`src/rtl/ps2_host_tx.sv`:
```
// PS/2 host-to-device command transmitter: request-to-send, bit shifting on device
// clock falling edges, acknowledge sampling and timeout abort.
module ps2_host_tx #(
    parameter int unsigned INHIBIT_CYCLES = 5000,
    parameter int unsigned TIMEOUT_CYCLES = 1000000,
    parameter int unsigned FILTER_LEN     = 4
) (
    input  logic       clk,
    input  logic       rst,
    input  logic [7:0] tx_data,
    input  logic       tx_start,
    input  logic       ps2_clk_in,
    input  logic       ps2_data_in,
    output logic       ps2_clk_oe,
    output logic       ps2_data_oe,
    output logic       busy,
    output logic       done,
    output logic       ack_err,
    output logic       timeout_err
);

    localparam int unsigned INH_W = $clog2(INHIBIT_CYCLES + 1);
    localparam int unsigned TMO_W = $clog2(TIMEOUT_CYCLES + 1);
    localparam int unsigned FC_W  = $clog2(FILTER_LEN + 1);

    typedef enum logic [2:0] {
        S_IDLE,
        S_INHIBIT,
        S_RELEASE,
        S_SHIFT,
        S_ACK,
        S_WAIT_IDLE,
        S_DONE
    } state_t;

    state_t           r_state;
    state_t           w_state_nxt;

    logic             r_clk_meta;
    logic             r_clk_sync;
    logic             r_dat_meta;
    logic             r_dat_sync;
    logic             r_clk_filt;
    logic             r_clk_filt_d;
    logic [FC_W-1:0]  r_filt_cnt;
    logic             w_fe;

    logic             r_data_oe;
    logic [7:0]       r_byte;
    logic             r_par;
    logic [3:0]       r_bit;
    logic [INH_W-1:0] r_inh_cnt;
    logic [TMO_W-1:0] r_tmo_cnt;
    logic             r_ack_err;
    logic             r_tmo_err;

    logic             w_data_oe_nxt;
    logic [7:0]       w_byte_nxt;
    logic             w_par_nxt;
    logic [3:0]       w_bit_nxt;
    logic [INH_W-1:0] w_inh_nxt;
    logic [TMO_W-1:0] w_tmo_nxt;
    logic             w_ack_err_nxt;
    logic             w_tmo_err_nxt;
    logic [9:0]       w_frame;
    logic             w_tmo_hit;

    // Synchronizers idle high to match a released open-collector bus.
    always_ff @(posedge clk or negedge rst) begin
        if (!rst) begin
            r_clk_meta   <= 1'b1;
            r_clk_sync   <= 1'b1;
            r_dat_meta   <= 1'b1;
            r_dat_sync   <= 1'b1;
            r_clk_filt   <= 1'b1;
            r_clk_filt_d <= 1'b1;
            r_filt_cnt   <= '0;
        end else begin
            r_clk_meta   <= ps2_clk_in;
            r_clk_sync   <= r_clk_meta;
            r_dat_meta   <= ps2_data_in;
            r_dat_sync   <= r_dat_meta;
            r_clk_filt_d <= r_clk_filt;
            if (r_clk_sync != r_clk_filt) begin
                if (r_filt_cnt == FC_W'(FILTER_LEN - 1)) begin
                    r_clk_filt <= r_clk_sync;
                    r_filt_cnt <= '0;
                end else begin
                    r_filt_cnt <= r_filt_cnt + 1'b1;
                end
            end else begin
                r_filt_cnt <= '0;
            end
        end
    end

    assign w_fe      = r_clk_filt_d & ~r_clk_filt;
    assign w_frame   = {1'b1, r_par, r_byte};
    assign w_tmo_hit = (r_tmo_cnt == TMO_W'(TIMEOUT_CYCLES - 1)) && !w_fe;

    always_ff @(posedge clk or negedge rst) begin
        if (!rst) begin
            r_state   <= S_IDLE;
            r_data_oe <= 1'b0;
            r_byte    <= '0;
            r_par     <= 1'b0;
            r_bit     <= '0;
            r_inh_cnt <= '0;
            r_tmo_cnt <= '0;
            r_ack_err <= 1'b0;
            r_tmo_err <= 1'b0;
        end else begin
            r_state   <= w_state_nxt;
            r_data_oe <= w_data_oe_nxt;
            r_byte    <= w_byte_nxt;
            r_par     <= w_par_nxt;
            r_bit     <= w_bit_nxt;
            r_inh_cnt <= w_inh_nxt;
            r_tmo_cnt <= w_tmo_nxt;
            r_ack_err <= w_ack_err_nxt;
            r_tmo_err <= w_tmo_err_nxt;
        end
    end

    always_comb begin
        w_state_nxt   = r_state;
        w_data_oe_nxt = r_data_oe;
        w_byte_nxt    = r_byte;
        w_par_nxt     = r_par;
        w_bit_nxt     = r_bit;
        w_inh_nxt     = r_inh_cnt;
        w_tmo_nxt     = r_tmo_cnt;
        w_ack_err_nxt = r_ack_err;
        w_tmo_err_nxt = r_tmo_err;
        ps2_clk_oe    = 1'b0;
        busy          = 1'b1;
        done          = 1'b0;

        case (r_state)
            S_IDLE: begin
                busy = 1'b0;
                if (tx_start) begin
                    w_byte_nxt    = tx_data;
                    w_par_nxt     = ~^tx_data;
                    w_ack_err_nxt = 1'b0;
                    w_tmo_err_nxt = 1'b0;
                    w_inh_nxt     = '0;
                    w_data_oe_nxt = 1'b0;
                    w_state_nxt   = S_INHIBIT;
                end
            end

            S_INHIBIT: begin
                ps2_clk_oe = 1'b1;
                if (r_inh_cnt == INH_W'(INHIBIT_CYCLES - 1)) begin
                    w_data_oe_nxt = 1'b1;
                    w_state_nxt   = S_RELEASE;
                end else begin
                    w_inh_nxt = r_inh_cnt + 1'b1;
                end
            end

            S_RELEASE: begin
                w_bit_nxt   = '0;
                w_tmo_nxt   = '0;
                w_state_nxt = S_SHIFT;
            end

            // Edge index 0..7 data LSB first, 8 parity, 9 stop (oe released).
            S_SHIFT: begin
                if (w_fe) begin
                    w_data_oe_nxt = ~w_frame[r_bit];
                    w_tmo_nxt     = '0;
                    if (r_bit == 4'd9) begin
                        w_state_nxt = S_ACK;
                    end else begin
                        w_bit_nxt = r_bit + 1'b1;
                    end
                end else if (w_tmo_hit) begin
                    w_data_oe_nxt = 1'b0;
                    w_tmo_err_nxt = 1'b1;
                    w_ack_err_nxt = 1'b1;
                    w_state_nxt   = S_DONE;
                end else begin
                    w_tmo_nxt = r_tmo_cnt + 1'b1;
                end
            end

            S_ACK: begin
                if (w_fe) begin
                    w_ack_err_nxt = r_dat_sync;
                    w_tmo_nxt     = '0;
                    w_state_nxt   = S_WAIT_IDLE;
                end else if (w_tmo_hit) begin
                    w_data_oe_nxt = 1'b0;
                    w_tmo_err_nxt = 1'b1;
                    w_ack_err_nxt = 1'b1;
                    w_state_nxt   = S_DONE;
                end else begin
                    w_tmo_nxt = r_tmo_cnt + 1'b1;
                end
            end

            // Acknowledge already sampled here, so a timeout keeps its result.
            S_WAIT_IDLE: begin
                if (r_clk_filt && r_dat_sync) begin
                    w_state_nxt = S_DONE;
                end else if (w_tmo_hit) begin
                    w_data_oe_nxt = 1'b0;
                    w_tmo_err_nxt = 1'b1;
                    w_state_nxt   = S_DONE;
                end else if (w_fe) begin
                    w_tmo_nxt = '0;
                end else begin
                    w_tmo_nxt = r_tmo_cnt + 1'b1;
                end
            end

            S_DONE: begin
                busy        = 1'b0;
                done        = 1'b1;
                w_state_nxt = S_IDLE;
            end

            default: begin
                busy        = 1'b0;
                w_state_nxt = S_IDLE;
            end
        endcase
    end

    assign ps2_data_oe = r_data_oe;
    assign ack_err     = r_ack_err;
    assign timeout_err = r_tmo_err;

endmodule

```
`config.mk`:
```
export PLATFORM = sky130hd
export DESIGN_NAME = ps2_host_tx
export DESIGN_NICKNAME = d
export VERILOG_FILES = /design/src/rtl/ps2_host_tx.sv
export SDC_FILE = /design/constraint.sdc
export NUM_CORES = 1
export LEC_CHECK = 0
export CORE_MARGIN = 2
export CORE_UTILIZATION = 54
export CTS_CLUSTER_SIZE = 20
export DETAILED_ROUTE_END_ITERATION = 10
export PLACE_DENSITY = 0.76
export SLEW_MARGIN = 20
export SYNTH_ARGS = -nofsm -noshare
export SYNTH_HDL_FRONTEND = slang
export SYNTH_SLANG_ARGS = --single-unit
```
`constraint.sdc`:
```
create_clock -name clk -period 1.8 [get_ports clk]
set_input_delay 0.36 -clock clk [delete_from_list [all_inputs] [get_ports clk]]
set_output_delay 0.36 -clock clk [all_outputs]
set_load 0.05 [all_outputs]
```
## Word level (Yosys, flattened, before mapping)

Index checks and enable logic that the tools add are counted.

- Register bits: 61
- Bits of input ports: 13

- Bitwise gates (word level): 3
- Add/sub/neg operators: 4
- Reductions and logical operators: 22
- Magnitude comparators: 1
- Mux-type cells: 42
- Eq/ne operators: 23

Operator list:

| cell | number |
|---|---|
| $mux 20 | 5 |
| $pmux 20 s3 | 1 |
| $mux 3 | 9 |
| $mux 13 | 2 |
| $pmux 13 s2 | 1 |
| $add 20x1->20 const B | 1 |
| $eq 20x20->1 const B | 1 |
| $ne 2x2->1 const B | 10 |
| $pmux 3 s6 | 1 |
| $mux 1 | 16 |
| $add 13x1->13 const B | 1 |
| $eq 13x13->1 const B | 1 |
| $reduce_and 3->1 | 4 |
| $eq 3x2->1 const B | 3 |
| $eq 3x3->1 const B | 3 |
| $reduce_bool 3->1 | 3 |
| $mux 4 | 2 |
| $pmux 4 s2 | 1 |
| $reduce_and 4->1 | 2 |
| $reduce_xnor 8->1 | 1 |
| $ne 3x3->1 const B | 2 |
| $pmux 1 s3 | 2 |
| $lt 4x5->1 const B | 1 |
| $pmux 1 s5 | 1 |
| 17 further kinds | 21 |

## Longest topological paths before layout

- Depth after elaboration: 7
- Gate-level depth with buffers: 8

## Least setup slack after synthesis

Ideal clock, no wire load.

- Path type: register to register
- Start: register r_state[1]
- End: register r_inh_cnt[12]
- Library setup time: 132 ps
- Required time: 1,668 ps
- Setup slack: -337 ps
- Stages on the path, launching flop included: 7
- Arrival: 2,005 ps
- Cell sequence: dfrtp_1 buf_6 nor3b_4 o31ai_4 a2111oi_2 xnor2_1 nor2_1

- Longest elaborated chain between the ends: 3

RTL lines:

| what | RTL line | text |
|---|---|---|
| start: declaration | 36 | `state_t r_state;` |
| start signal: assignment | 113 | `r_state <= w_state_nxt;` |
| $eq 3x1->1 / $logic_not 3->1 (equally long branches) | 139 | `case (r_state)` |
| $ne 2x2->1 (no source line) / $reduce_bool 2->1 (equally long branches) | - |  |
| $reduce_and 3->1 (no source line) | - |  |
| end signal: assignment | 118 | `r_inh_cnt <= w_inh_nxt;` |
| end: declaration | 52 | `logic [INH_W-1:0] r_inh_cnt;` |

Parallel ways exist; a longest one is shown, timed or not.
A chain may end at the register's enable or synchronous reset.

## Final worst setup path

- Start: register r_tmo_cnt[0]
- End: register r_tmo_cnt[3]

- Longest elaborated chain between the ends: 5

RTL lines:

| what | RTL line | text |
|---|---|---|
| start: declaration | 53 | `logic [TMO_W-1:0] r_tmo_cnt;` |
| start signal: assignment | 119 | `r_tmo_cnt <= w_tmo_nxt;` |
| $add 20x1->20 | 185, 200, 215 |  |
| $mux 20 | 212 | `end else if (w_fe) begin` |
| $mux 20 | 208 | `end else if (w_tmo_hit) begin` |
| $mux 20 | 206 | `if (r_clk_filt && r_dat_sync) begin` |
| $pmux 20 s3 | 139 |  |

Parallel ways exist; a longest one is shown, timed or not. The select of a mux whose other input is x is not followed.

==> metrics.txt <==
HP Start=r_clk_meta; post-DR wirelength/cell=between 15 and 20 µm; initial antenna violation count=0; synthesized area per cell=between 9 and 10 µm²; drt first pass iters=4; Worst-path clk slew=approximately 0.07 ns; NetSw=around 0.0023 W; Die Area=7040 µm²; Hold WC Path Type=reg -> reg; sequential cell area fraction in the yosys report=0.445; Max H-tree Level=3; Die Ht=around 84 µm; failing checks=setup timing; FF-to-FF setup slack=-0.1 ns; DRC=0; Fmax=between 500 and 600 MHz; total track usage=0.259; total number of vias=between 3k and 4k; Skew-Pair Late Insertion Delay=~0.34 ns; Final min period=1.90 ns; cell area after synthesis=about 3400 µm²; RD Place Congestion=around 0.9; Max VDD drop=approximately 1.2 mV; First DRT Iteration DRCs=between 200 and 250; clock share of power=0.197; clk sink count=roughly 60; CP top delay family=simple AND/OR/NAND/NOR gates; layout cells sized above 1=0.338; CP max stage cell=or4_1; pin count of the biggest net entering global routing=43; initial core utilization=0.549; Worst Path Required=2.08 ns; Int Power=roughly 0.0037 W; Leak Pwr=roughly 2.1 nW; CTS Buf Count=9; Mapped Nets=~400; Root Driver=clkbuf_8; area of the multi-input gates=approximately 2000 µm²; Final Max Tran Viols=0; Async SR Flop Fraction=1.00; top-count cell post-synth=nand2_1; Worst R2R Path Depth=9; synth cell count leaders=nand2_1, dfrtp_1, nor2_1, o21ai_0, nand3_1; setup_tns=-0.436 ns; critical path type=reg -> reg; most frequent CP cell=buf_4; io pins=19; final setup vio count=16; RSZ-0062 raised after global routing=true; Clock Skew=approximately 0.0085 ns; Filler cells=around 400; placed wire-length estimate=roughly 5.9 mm; post-synthesis cell count=about 380; Crit Path Max Fanout=6; Synth Register Bits=between 60 and 70; Ant. Diodes=0; area leader, netlist=dfrtp_1; CTS tree=done; top_reg_cell synth=dfrtp_1; Final Non-Filler Cells=551; FF+latch area=about 1500 µm²; Routed Antenna Nets=0; count of distinct cell types in the synthesized netlist=67; CP Launch Type=flop; worst reg2reg path endpoint=r_tmo_cnt[3]; Worst-Margin Slew=roughly 0.46 ns; status=finished with violations; vias per cell=5.98; Slew HR=0.691; vias in the first global route=about 3.3k; number of I/O port buffers=18; maxcap violations=0; sequential share of power=0.320; fin area=4770 µm²; worst r2r src=r_tmo_cnt[0]; Endpoint, Worst Hold=r_clk_sync; Tcrit/Tclk final=1.05; post-place instance area=around 4200 µm²; first-pass GRT wire length=roughly 15 mm; Chip Width=around 84 µm; Hold Fails Final Rpt=0; cell row count=29; P&R area growth vs syn=38.4%; final wirelength=9.13 mm; Logic pwr share=0.482; fin util=0.760; Yosys top cell area share=0.399; slowest stage delay, CP=between 0.4 and 0.5 ns; clk buf depth=2; Final #Nets=around 500; Arr. time, crit path=2.18 ns; critical path, cell by cell=ha_2 -> buf_4 -> and4_4 -> nand2_4 -> nor4_4 -> buf_4 -> buf_6 -> or4_1 -> nand3_1; total grt overflow=0; CP Capture Type=flop; Ys Warns=0; CORE AREA=roughly 6300 µm²; hold path depth=0; EDFF count, synth=0; PwrDens=between 1000 and 1500 nW/µm²; Inst Count DP=slightly above 500; final worst slack=-0.0959 ns; Synth area leaders=dfrtp_1, nand2_1, dfstp_2; sw frac=0.384; CP bufs+invs=3
-- state kept, by name, summed over array words and instances, names as in the netlist, 3 cells and up --
register / cells
r_byte: 8
r_inh_cnt: 13
r_bit: 4
r_filt_cnt: 3
r_tmo_cnt: 20
r_state: 3
-- per-stage QoR --
stage                     hold slack, ns  power [W]  setup WS, ns
after global routing               0.359    0.00630        -0.152
after floorplan                   0.0644    0.00328        -0.257
after CTS                          0.358    0.00566       -0.0244
final                              0.356    0.00598       -0.0959
after detailed placement           0.337    0.00426       -0.0641
after global placement             0.330    0.00417      -0.00844
-- layer usage --
metal  vias to the layer above  share of wire  global-route usage  routed length [µm]
met3                        17          0.040              0.0356                 361
li1                       1542              -                   -                   -
met4                         0          0.019               0.109                 175
met1                      1637           0.41               0.319                3790
met5                         -              0                   0                   0
met2                        97           0.53               0.455                4810
-- timing repair --
action                                  in CTS  in global routing
resized for setup                           13                 52
hold endpoints to repair                    16                  0
pin swaps                                    6                 21
setup buffers                                8                  9
hold buffers                                 1                  0
endpoints found under the setup margin      12                 40
-- layout by cell type (no fill, tap or decap), drive strengths merged, types with 5 or more instances in the layout --
cell,n
clkbuf,13
nor3,10
inv,11
o21ai,31
nor2,34
a21oi,12
nand3,23
buf,84
nand2b,5
nor2b,5
dfrtp,55
xnor2,18
nand4,8
a211oi,5
nand2,60
ha,5
nor4,5
clkdlybuf4s50,11
dfstp,6
or4,5
-- how the worst max path moves through the flow --
stage                 start            end  depth (start not counted)
3_5_place_dp   r_inh_cnt[5]    ps2_data_oe                          5
6_report       r_tmo_cnt[0]   r_tmo_cnt[3]                          9
2_1_floorplan    r_state[1]  r_inh_cnt[12]                          6
3_3_place_gp   r_tmo_cnt[0]   r_tmo_cnt[3]                          8
5_1_grt        r_tmo_cnt[1]   r_tmo_cnt[3]                          9
4_1_cts          r_state[1]     ps2_clk_oe                          4
-- cell families after synthesis --
group                    count (synthesis)  share of synthesized area
AO/OA/AOI/OAI                           82                      0.160
adder cells (fa/ha/maj)                  5                     0.0181
AND/OR/NAND/NOR                        179                      0.272
XOR/XNOR                                19                     0.0483
multiplexers                             5                     0.0185
buffers and inverters                   28                     0.0374
flip-flops                              61                      0.445
-- power groups by stage --
stage | registers (W) | logic, W | clock network, W
CTS | 0.00187 | 0.00259 | 0.00120
detailed placement | 0.00189 | 0.00238 | 0
finish | 0.00191 | 0.00288 | 0.00118
global placement | 0.00188 | 0.00230 | 0
global route | 0.00194 | 0.00311 | 0.00125
floorplan | 0.00187 | 0.00141 | 0
-- area by class of cell --
| type | instances | share of cell area |
|---|---|---|
| multi-input cells | 290 | 0.423 |
| flip-flops and latches | 61 | 0.322 |
| well taps | 77 | 0.0202 |
| inverters | 11 | 0.00865 |
| clock buffers | 13 | 0.0375 |
| clock inverters | 3 | 0.00367 |
| repair buffers | 96 | 0.185 |
Power figures use the tool's default switching activity.
